$ cat config.mk
export PLATFORM = sky130hd
export DESIGN_NAME = dac_unpack_x2_flat
export DESIGN_NICKNAME = d
export VERILOG_FILES = /design/src/rtl/dac_unpack_x2_pkg.sv /design/src/rtl/dac_unpack_x2_if.sv /design/src/rtl/dac_unpack_x2.sv /design/src/flat_wrapper.sv
export SDC_FILE = /design/constraint.sdc
export NUM_CORES = 1
export LEC_CHECK = 0
export ABC_AREA = 1
export CORE_MARGIN = 2
export CORE_UTILIZATION = 30
export DETAILED_ROUTE_END_ITERATION = 6
export GPL_TIMING_DRIVEN = 1
export REMOVE_ABC_BUFFERS = 1
export SLEW_MARGIN = 20
export SYNTH_ARGS = -nofsm -noshare
export SYNTH_HDL_FRONTEND = slang
export SYNTH_SLANG_ARGS = --single-unit
$ cat constraint.sdc
create_clock -name aclk -period 7.6 [get_ports aclk]
set_input_delay 0.76 -clock aclk [delete_from_list [all_inputs] [get_ports aclk]]
set_output_delay 0.76 -clock aclk [all_outputs]
set_load 0.05 [all_outputs]
$ cat src/rtl/dac_unpack_x2_pkg.sv
// Shared types and helpers for the 256->128 stream unpacker.
//   unpack_state_t : beat-phase state of the unpacker
//   half_sel()     : picks which half of the held word is on the output
package dac_unpack_pkg;

  typedef enum logic [1:0] {
    ST_EMPTY  = 2'd0,
    ST_FIRST  = 2'd1,
    ST_SECOND = 2'd2
  } unpack_state_t;

  // Returns 1'b0 for the lower half, 1'b1 for the upper half.
  // phase 0 is the first beat of a word, phase 1 the second.
  function automatic logic half_sel(input logic low_first, input logic phase);
    return phase ^ ~low_first;
  endfunction

endpackage

$ cat src/rtl/dac_unpack_x2_if.sv
// AXI4-Stream style data channel (tdata/tvalid/tready).
//   master : drives tdata, tvalid; receives tready
//   slave  : receives tdata, tvalid; drives tready
interface dac_unpack_x2_if #(
  parameter int W = 128
);
  logic [W-1:0] tdata;
  logic         tvalid;
  logic         tready;

  modport master (output tdata, output tvalid, input tready);
  modport slave  (input tdata, input tvalid, output tready);
endinterface

$ cat src/rtl/dac_unpack_x2.sv
// Width down-converter: each IN_WIDTH-bit input word is emitted as two
// consecutive IN_WIDTH/2-bit beats. A resync strobe discards any half not
// yet transferred and realigns to an empty state.
// Ports:
//   aclk        stream clock
//   reset       synchronous active-high reset
//   s_axis      slave stream, IN_WIDTH-bit words
//   m_axis      master stream, IN_WIDTH/2-bit beats
//   resync      single-cycle realign strobe (aclk domain)
//   drop_count  saturating count of resync events that discarded data
module dac_unpack_x2
  import dac_unpack_pkg::*;
#(
  parameter int IN_WIDTH  = 256,
  parameter bit LOW_FIRST = 1'b1,
  parameter int CNT_WIDTH = 16
) (
  input  logic                 aclk,
  input  logic                 reset,
  dac_unpack_x2_if.slave       s_axis,
  dac_unpack_x2_if.master      m_axis,
  input  logic                 resync,
  output logic [CNT_WIDTH-1:0] drop_count
);

  localparam int OUT_WIDTH = IN_WIDTH / 2;

  unpack_state_t         state_r;
  logic [IN_WIDTH-1:0]   hold_r;
  logic [CNT_WIDTH-1:0]  drop_count_r;

  logic                  s_hs_s;
  logic                  m_hs_s;
  logic                  drop_s;
  logic                  sel_s;
  logic [OUT_WIDTH-1:0]  m_data_s;

  // Ready only when the holding register is free now or frees this cycle;
  // never depends on s_axis.tvalid.
  assign s_axis.tready = !resync &&
                         ((state_r == ST_EMPTY) ||
                          ((state_r == ST_SECOND) && m_axis.tready));

  assign m_axis.tvalid = (state_r != ST_EMPTY);
  assign m_axis.tdata  = m_data_s;
  assign drop_count    = drop_count_r;

  assign s_hs_s = s_axis.tvalid && s_axis.tready;
  assign m_hs_s = m_axis.tvalid && m_axis.tready;

  // A resync loses data unless the only pending half transfers this cycle.
  assign drop_s = resync &&
                  ((state_r == ST_FIRST) ||
                   ((state_r == ST_SECOND) && !m_axis.tready));

  // Output half selection from the held word.
  always_comb begin
    m_data_s = '0;
    sel_s    = half_sel(LOW_FIRST, (state_r == ST_SECOND));
    if (sel_s) begin
      m_data_s = hold_r[IN_WIDTH-1 -: OUT_WIDTH];
    end else begin
      m_data_s = hold_r[OUT_WIDTH-1:0];
    end
  end

  // Word holding register; contents are don't-care while EMPTY.
  always_ff @(posedge aclk) begin
    if (s_hs_s) begin
      hold_r <= s_axis.tdata;
    end else begin
      hold_r <= hold_r;
    end
  end

  // Beat-phase state machine; resync overrides normal transitions.
  always_ff @(posedge aclk) begin
    if (reset) begin
      state_r <= ST_EMPTY;
    end else if (resync) begin
      state_r <= ST_EMPTY;
    end else begin
      case (state_r)
        ST_EMPTY: begin
          if (s_hs_s) begin
            state_r <= ST_FIRST;
          end else begin
            state_r <= ST_EMPTY;
          end
        end
        ST_FIRST: begin
          if (m_hs_s) begin
            state_r <= ST_SECOND;
          end else begin
            state_r <= ST_FIRST;
          end
        end
        ST_SECOND: begin
          if (m_hs_s && s_hs_s) begin
            state_r <= ST_FIRST;
          end else if (m_hs_s) begin
            state_r <= ST_EMPTY;
          end else begin
            state_r <= ST_SECOND;
          end
        end
        default: begin
          state_r <= ST_EMPTY;
        end
      endcase
    end
  end

  // Saturating count of resync events that threw data away.
  always_ff @(posedge aclk) begin
    if (reset) begin
      drop_count_r <= '0;
    end else if (drop_s && (drop_count_r != {CNT_WIDTH{1'b1}})) begin
      drop_count_r <= drop_count_r + {{(CNT_WIDTH-1){1'b0}}, 1'b1};
    end else begin
      drop_count_r <= drop_count_r;
    end
  end

endmodule

$ cat src/flat_wrapper.sv
// flat-port wrapper written by rule: the top's interface ports become plain ports
module dac_unpack_x2_flat import dac_unpack_pkg::*;
#(
  parameter int IN_WIDTH  = 256,
  parameter bit LOW_FIRST = 1'b1,
  parameter int CNT_WIDTH = 16
)
  (aclk, reset, resync, drop_count, s_axis_tdata, s_axis_tvalid, s_axis_tready, m_axis_tdata, m_axis_tvalid, m_axis_tready);
  dac_unpack_x2_if #(.W(256)) s_axis_i ();
  dac_unpack_x2_if #(.W(128)) m_axis_i ();
  input  logic aclk;
  input  logic reset;
  input  logic resync;
  output logic [CNT_WIDTH-1:0] drop_count;
  input wire logic [$bits(s_axis_i.tdata)-1:0] s_axis_tdata;
  input wire logic [$bits(s_axis_i.tvalid)-1:0] s_axis_tvalid;
  output wire logic [$bits(s_axis_i.tready)-1:0] s_axis_tready;
  output wire logic [$bits(m_axis_i.tdata)-1:0] m_axis_tdata;
  output wire logic [$bits(m_axis_i.tvalid)-1:0] m_axis_tvalid;
  input wire logic [$bits(m_axis_i.tready)-1:0] m_axis_tready;
  assign s_axis_i.tdata = s_axis_tdata;
  assign s_axis_i.tvalid = s_axis_tvalid;
  assign s_axis_tready = s_axis_i.tready;
  assign m_axis_tdata = m_axis_i.tdata;
  assign m_axis_tvalid = m_axis_i.tvalid;
  assign m_axis_i.tready = m_axis_tready;
  dac_unpack_x2 #(.IN_WIDTH(IN_WIDTH), .LOW_FIRST(LOW_FIRST), .CNT_WIDTH(CNT_WIDTH)) u_core (.aclk(aclk), .reset(reset), .s_axis(s_axis_i), .m_axis(m_axis_i), .resync(resync), .drop_count(drop_count));
endmodule
-- Word-level counts from Yosys, hierarchy flattened
Index checks and enable logic that the tools add are counted.
- input bits: 261
- bits in registers: 274
- output and inout bits: 146
- logic and storage cells: 28
- add/sub/neg operators: 1
- equal/unequal tests: 3
- reduce and logical (&&, ||, !) cells: 15
- multiplexer cells: 6
- operators by type and width (cell ; count):
    $mux W128 ; 1
    $add A16 B1 Y16 const B ; 1
    $ne A16 B16 Y1 const B ; 1
    $logic_and A1 B1 Y1 ; 8
    $mux W2 ; 3
    $pmux W2 S3 ; 1
    $eq A2 B1 Y1 const B ; 1
    $eq A2 B2 Y1 const B ; 1
    $logic_not A1 Y1 ; 2
    $logic_not A2 Y1 ; 1
    $logic_or A1 B1 Y1 ; 2
    $reduce_bool A2 Y1 ; 1
    $reduce_or A2 Y1 ; 1
    $mux W1 ; 1

-- Longest topological paths before layout
- depth after elaboration: 8
- mapped depth: 10
- mapped depth without buffers: 10

-- Worst setup path before layout
No wires, ideal clock.
- path type: input to register
- from: input port m_axis_tready
- to: register u_core.hold_r[0], enable pin
- setup time: 607 ps
- required time: 6993 ps
- slack: -203 ps
- cell stages on the path: 4
- buffers on the path: 0
- data arrival time: 7196 ps
- path through: inv_1 a211oi_1 nand2_1 inv_1
- longest elaborated chain between the ends: 4
- ends and longest elaborated chain (what ; line ; source):
    start, declared ; flat_wrapper.sv:20 ; input wire logic [$bits(m_axis_i.tready)-1:0] m_axis_tready;
    $logic_and A1 B1 Y1 ; dac_unpack_x2.sv:42 ; ((state_r == ST_SECOND) && m_axis.tready));
    $logic_or A1 B1 Y1 ; dac_unpack_x2.sv:41 ; ((state_r == ST_EMPTY) ||
    $logic_and A1 B1 Y1 ; dac_unpack_x2.sv:40 ; assign s_axis.tready = !resync &&
    via s_axis_tready ; flat_wrapper.sv:17 ; output wire logic [$bits(s_axis_i.tready)-1:0] s_axis_tready;
    $logic_and A1 B1 Y1 ; dac_unpack_x2.sv:48 ; assign s_hs_s = s_axis.tvalid && s_axis.tready;
    end signal, assigned ; dac_unpack_x2.sv:70 ; hold_r <= s_axis.tdata;
    end signal, assigned ; dac_unpack_x2.sv:72 ; hold_r <= hold_r;
    end, declared ; dac_unpack_x2.sv:29 ; logic [IN_WIDTH-1:0] hold_r;
The timed path passes the listed nets, and every way through them passes these cells.
A chain may end at the register's enable or synchronous reset.

-- Worst setup path in the final report
- from: register u_core.state_r[0]
- to: output port m_axis_tdata[118]
- longest elaborated chain between the ends: 2
- ends and longest elaborated chain (what ; line ; source):
    start, declared ; dac_unpack_x2.sv:28 ; unpack_state_t state_r;
    start signal, assigned ; dac_unpack_x2.sv:79 ; state_r <= ST_EMPTY;
    start signal, assigned ; dac_unpack_x2.sv:81 ; state_r <= ST_EMPTY;
    start signal, assigned ; dac_unpack_x2.sv:86 ; state_r <= ST_FIRST;
    $eq A2 B2 Y1 ; dac_unpack_x2.sv:59 ; sel_s = half_sel(LOW_FIRST, (state_r == ST_SECOND));
    $mux W128 ; dac_unpack_x2.sv:60 ; if (sel_s) begin
    end, declared ; flat_wrapper.sv:18 ; output wire logic [$bits(m_axis_i.tdata)-1:0] m_axis_tdata;
No other way between the ends.

==> metrics.cfg <==
[power_and_ir_drop]
vdd_drop_max_mv = 0.1649
power_frac_comb_pct = 11.1
p_int_mw = 2.675
pwr_density_cell_nw_per_um2 = 217.1
p_clk_share_pct = 38.3
power.switching_mw = 0.7730
p_leak_nw = 5.431
p_total_mw = 3.448
seq_power_share_pct = 50.6
swShare_pct = 22.42

[synth]
postSynthAreaPerCell_um2 = 18.40
yosysTopAreaCellShare_pct = 73.55
synth_commonest_cells = edfxtp_1 (256), mux2_2 (128), nand2_1 (50)
synth_seq_area_share_pct = 77.00
yosys.area.top_type = edfxtp_1
yosysWarnings = 0
synthArstFlopShare_pct = 0
synth-main-ff-cell = edfxtp_1
netlist_area_um2 = 10450
yosys.cell_count.top_type = edfxtp_1
ys_ff_latch = 274
syn_inst = 568
synth_edf_count = 256
synth.distinct_cells = 29
synth_area_leaders = edfxtp_1 (74%), mux2_2 (14%), dfxtp_1 (3.4%), nand2_1 (1.8%), buf_4 (0.93%)

[layout]
nets = 1255
finalNonFillerCells = 1472
final_util_pct = 46.09
num-fill-cells = 3055
syn2layout_area_growth_pct = 51.95
drive_gt1_share_pct = 20.35
antenna_cells = 0

[floorplanning]
dieArea_um2 = 36350
die_h_um = 190.7
initial_core_util_pct = 30.33
io_pins = 407
dieWidth_um = 190.7
rows = 68
core_area_um2 = 34460

[grt]
grt_usage_pct = 13.92
grt.overflow.total = 0
antenna_found_initial = 0
grt_pass1_vias = 6681
grt_pass1_wl_mm = 38.16
grt_max_degree = 150

[worst_setup_path]
critical_path.endpoint = m_axis_tdata[118]
crit_required_ps = 6840
cp_cell_sequence = inv_2, nand2_4, buf_4, mux2_2, clkdlybuf4s50_1
arrival_ps = 3560
cp.depth = 5
slowest_stage = buf_4
reg2reg_depth = 4
cpPeakStageDelay_ps = 710
crit-reg2reg-launch = u_core.state_r[1]
r2r_end = u_core.hold_r[177]
path_class = flip-flop to output pin
cp_max_fo = 57
cp-end-kind = output pin
rrSetupSlack_ps = 4910
path_buf_inv = 3
critPathTopFamily = buffers and inverters
crit_start = u_core.state_r[0]
critPathLaunchType = flip-flop

[clock_network]
cts_tree = done
clk_path_buf_depth = 3
htree_levels = 1
post_cts_buffers = 0
holdBufCountCts = 0
cts_buffers = 31
cts_root_buffer = clkbuf_16
clock_latency_ps = 550
clk_pin_slew_ps = 60
cts_resized = 0
cts_sinks = 274

[placement]
placedCellCount = 1415
numPortBuffers = 406
hpwl_mm = 19.12
place.gp.congestion = 0.8007
preCtsSetupSlack_ps = 3783

[sta]
rsz0062_at_grt = false
period_share_pct = 56.83
relSlewSlack_pct = 33.33
maxSlewViolCount = 0
worstMarginPinSlew_ps = 1000
clock.fmax_mhz = 231.5
period_needed_ps = 4319
fin_skew_ps = 8.314
hold_ws_ps = 525.5
worst_slack_ps = 3281
hold_viol = 0
setup_viol_count_final = 0

[outcome]
status = completed

[drt]
antenna_left = 0
wl_per_cell_um = 17.93
drt_iter0_markers = 206
drc = 0
vias = 6318
wl_mm = 26.40
via_per_inst = 4.292
dr.pass1.iters = 4

[worst_hold_path]
hold_path.class = flip-flop to flip-flop

[job]
maxCapViolations = 0

## metrics by stage
step	cell area, µm²	TNS (ps)
after floorplan	10300	-52050
after global routing	15880	0
after CTS	15880	0
after detailed placement	14980	0
after global placement	14980	0
final	15880	0
## cells by family after synthesis
kind of cell | Yosys count | share of synthesized area [%]
XOR/XNOR | 6 | 0.5029
adder cells (fa/ha/maj) | 1 | 0.1197
AO/OA/AOI/OAI | 19 | 1.449
buffers and inverters | 36 | 2.179
multiplexers | 128 | 13.79
AND/OR/NAND/NOR | 104 | 4.956
flip-flops | 274 | 77.00
## area by class of cell
type                            count  area (µm²)  area share, %
Clock inverter                     13       62.56         0.3939
Timing Repair Buffer              409        4099          25.81
Inverter                           19       83.83         0.5279
Tap cell                          455       569.3          3.585
Clock buffer                       44       834.6          5.255
Sequential cell                   274        8048          50.68
Multi-Input combinational cell    258        2183          13.75
## layer usage
layer	share of wire [%]	up-vias	routed length, µm	track usage (%)
met2	50	268	13080	24.42
met4	3.8	0	1003	5.188
met5	0	-	0	0
met1	37	2995	9885	15.57
li1	-	2995	-	-
met3	9.2	60	2429	4.803
## worst min path at each step
stage / cells past startpoint / slack, ps / to / from
finish: 2 / 530 / u_core.drop_count[0] / u_core.drop_count[0]
global route: 2 / 550 / u_core.drop_count[0] / u_core.drop_count[0]
CTS: 2 / 530 / u_core.drop_count[0] / u_core.drop_count[0]
detailed placement: 2 / 520 / u_core.drop_count[15] / u_core.drop_count[15]
global placement: 2 / 520 / u_core.drop_count[15] / u_core.drop_count[15]
floorplan: 2 / 510 / u_core.state_r[0] / u_core.state_r[0]
## power by group through the flow
stage,combinational [mW],sequential [mW],clock [mW]
6_report,0.382,1.74,1.32
3_3_place_gp,0.381,1.78,0
2_1_floorplan,0.174,1.78,0
4_1_cts,0.388,1.74,1.38
3_5_place_dp,0.386,1.78,0
5_1_grt,0.402,1.75,1.43
## registers in the layout, indices dropped and copies added, names as in the netlist
register           cells
u_core.drop_count     16
u_core.state_r         2
u_core.hold_r        256
## worst reg2reg max path, delay by kind of cell, from the launching register on
kind / cells / cell delay [ps]
buf+inv: 2 / 990
compound gates: 1 / 370
flops: 1 / 360
simple gates: 1 / 230
## placed cells by master, fill, tap and decap left out, types with 2 or more instances in the layout
| cell | Yosys | final |
|---|---|---|
| mux2_2 | 128 | 128 |
| buf_4 | 13 | 2 |
| clkdlybuf4s50_1 | 0 | 406 |
| clkbuf_1 | 0 | 12 |
| nor2_4 | 6 | 6 |
| nand2_4 | 4 | 5 |
| clkinv_2 | 0 | 8 |
| xor2_1 | 3 | 3 |
| nand2_2 | 6 | 6 |
| dfxtp_1 | 18 | 18 |
| nor2_2 | 2 | 2 |
| xnor2_1 | 3 | 3 |
| inv_2 | 2 | 2 |
| a21oi_1 | 3 | 3 |
| clkbuf_16 | 0 | 31 |
| nand3_1 | 11 | 11 |
| clkinv_1 | 0 | 4 |
| edfxtp_1 | 256 | 256 |
| inv_1 | 16 | 15 |
| nor2_1 | 19 | 19 |
| o21ai_0 | 3 | 3 |
| nand2_1 | 50 | 49 |
| nand4_1 | 5 | 5 |
| a21oi_2 | 10 | 10 |
Note: power is estimated with default switching activity, not from simulation.
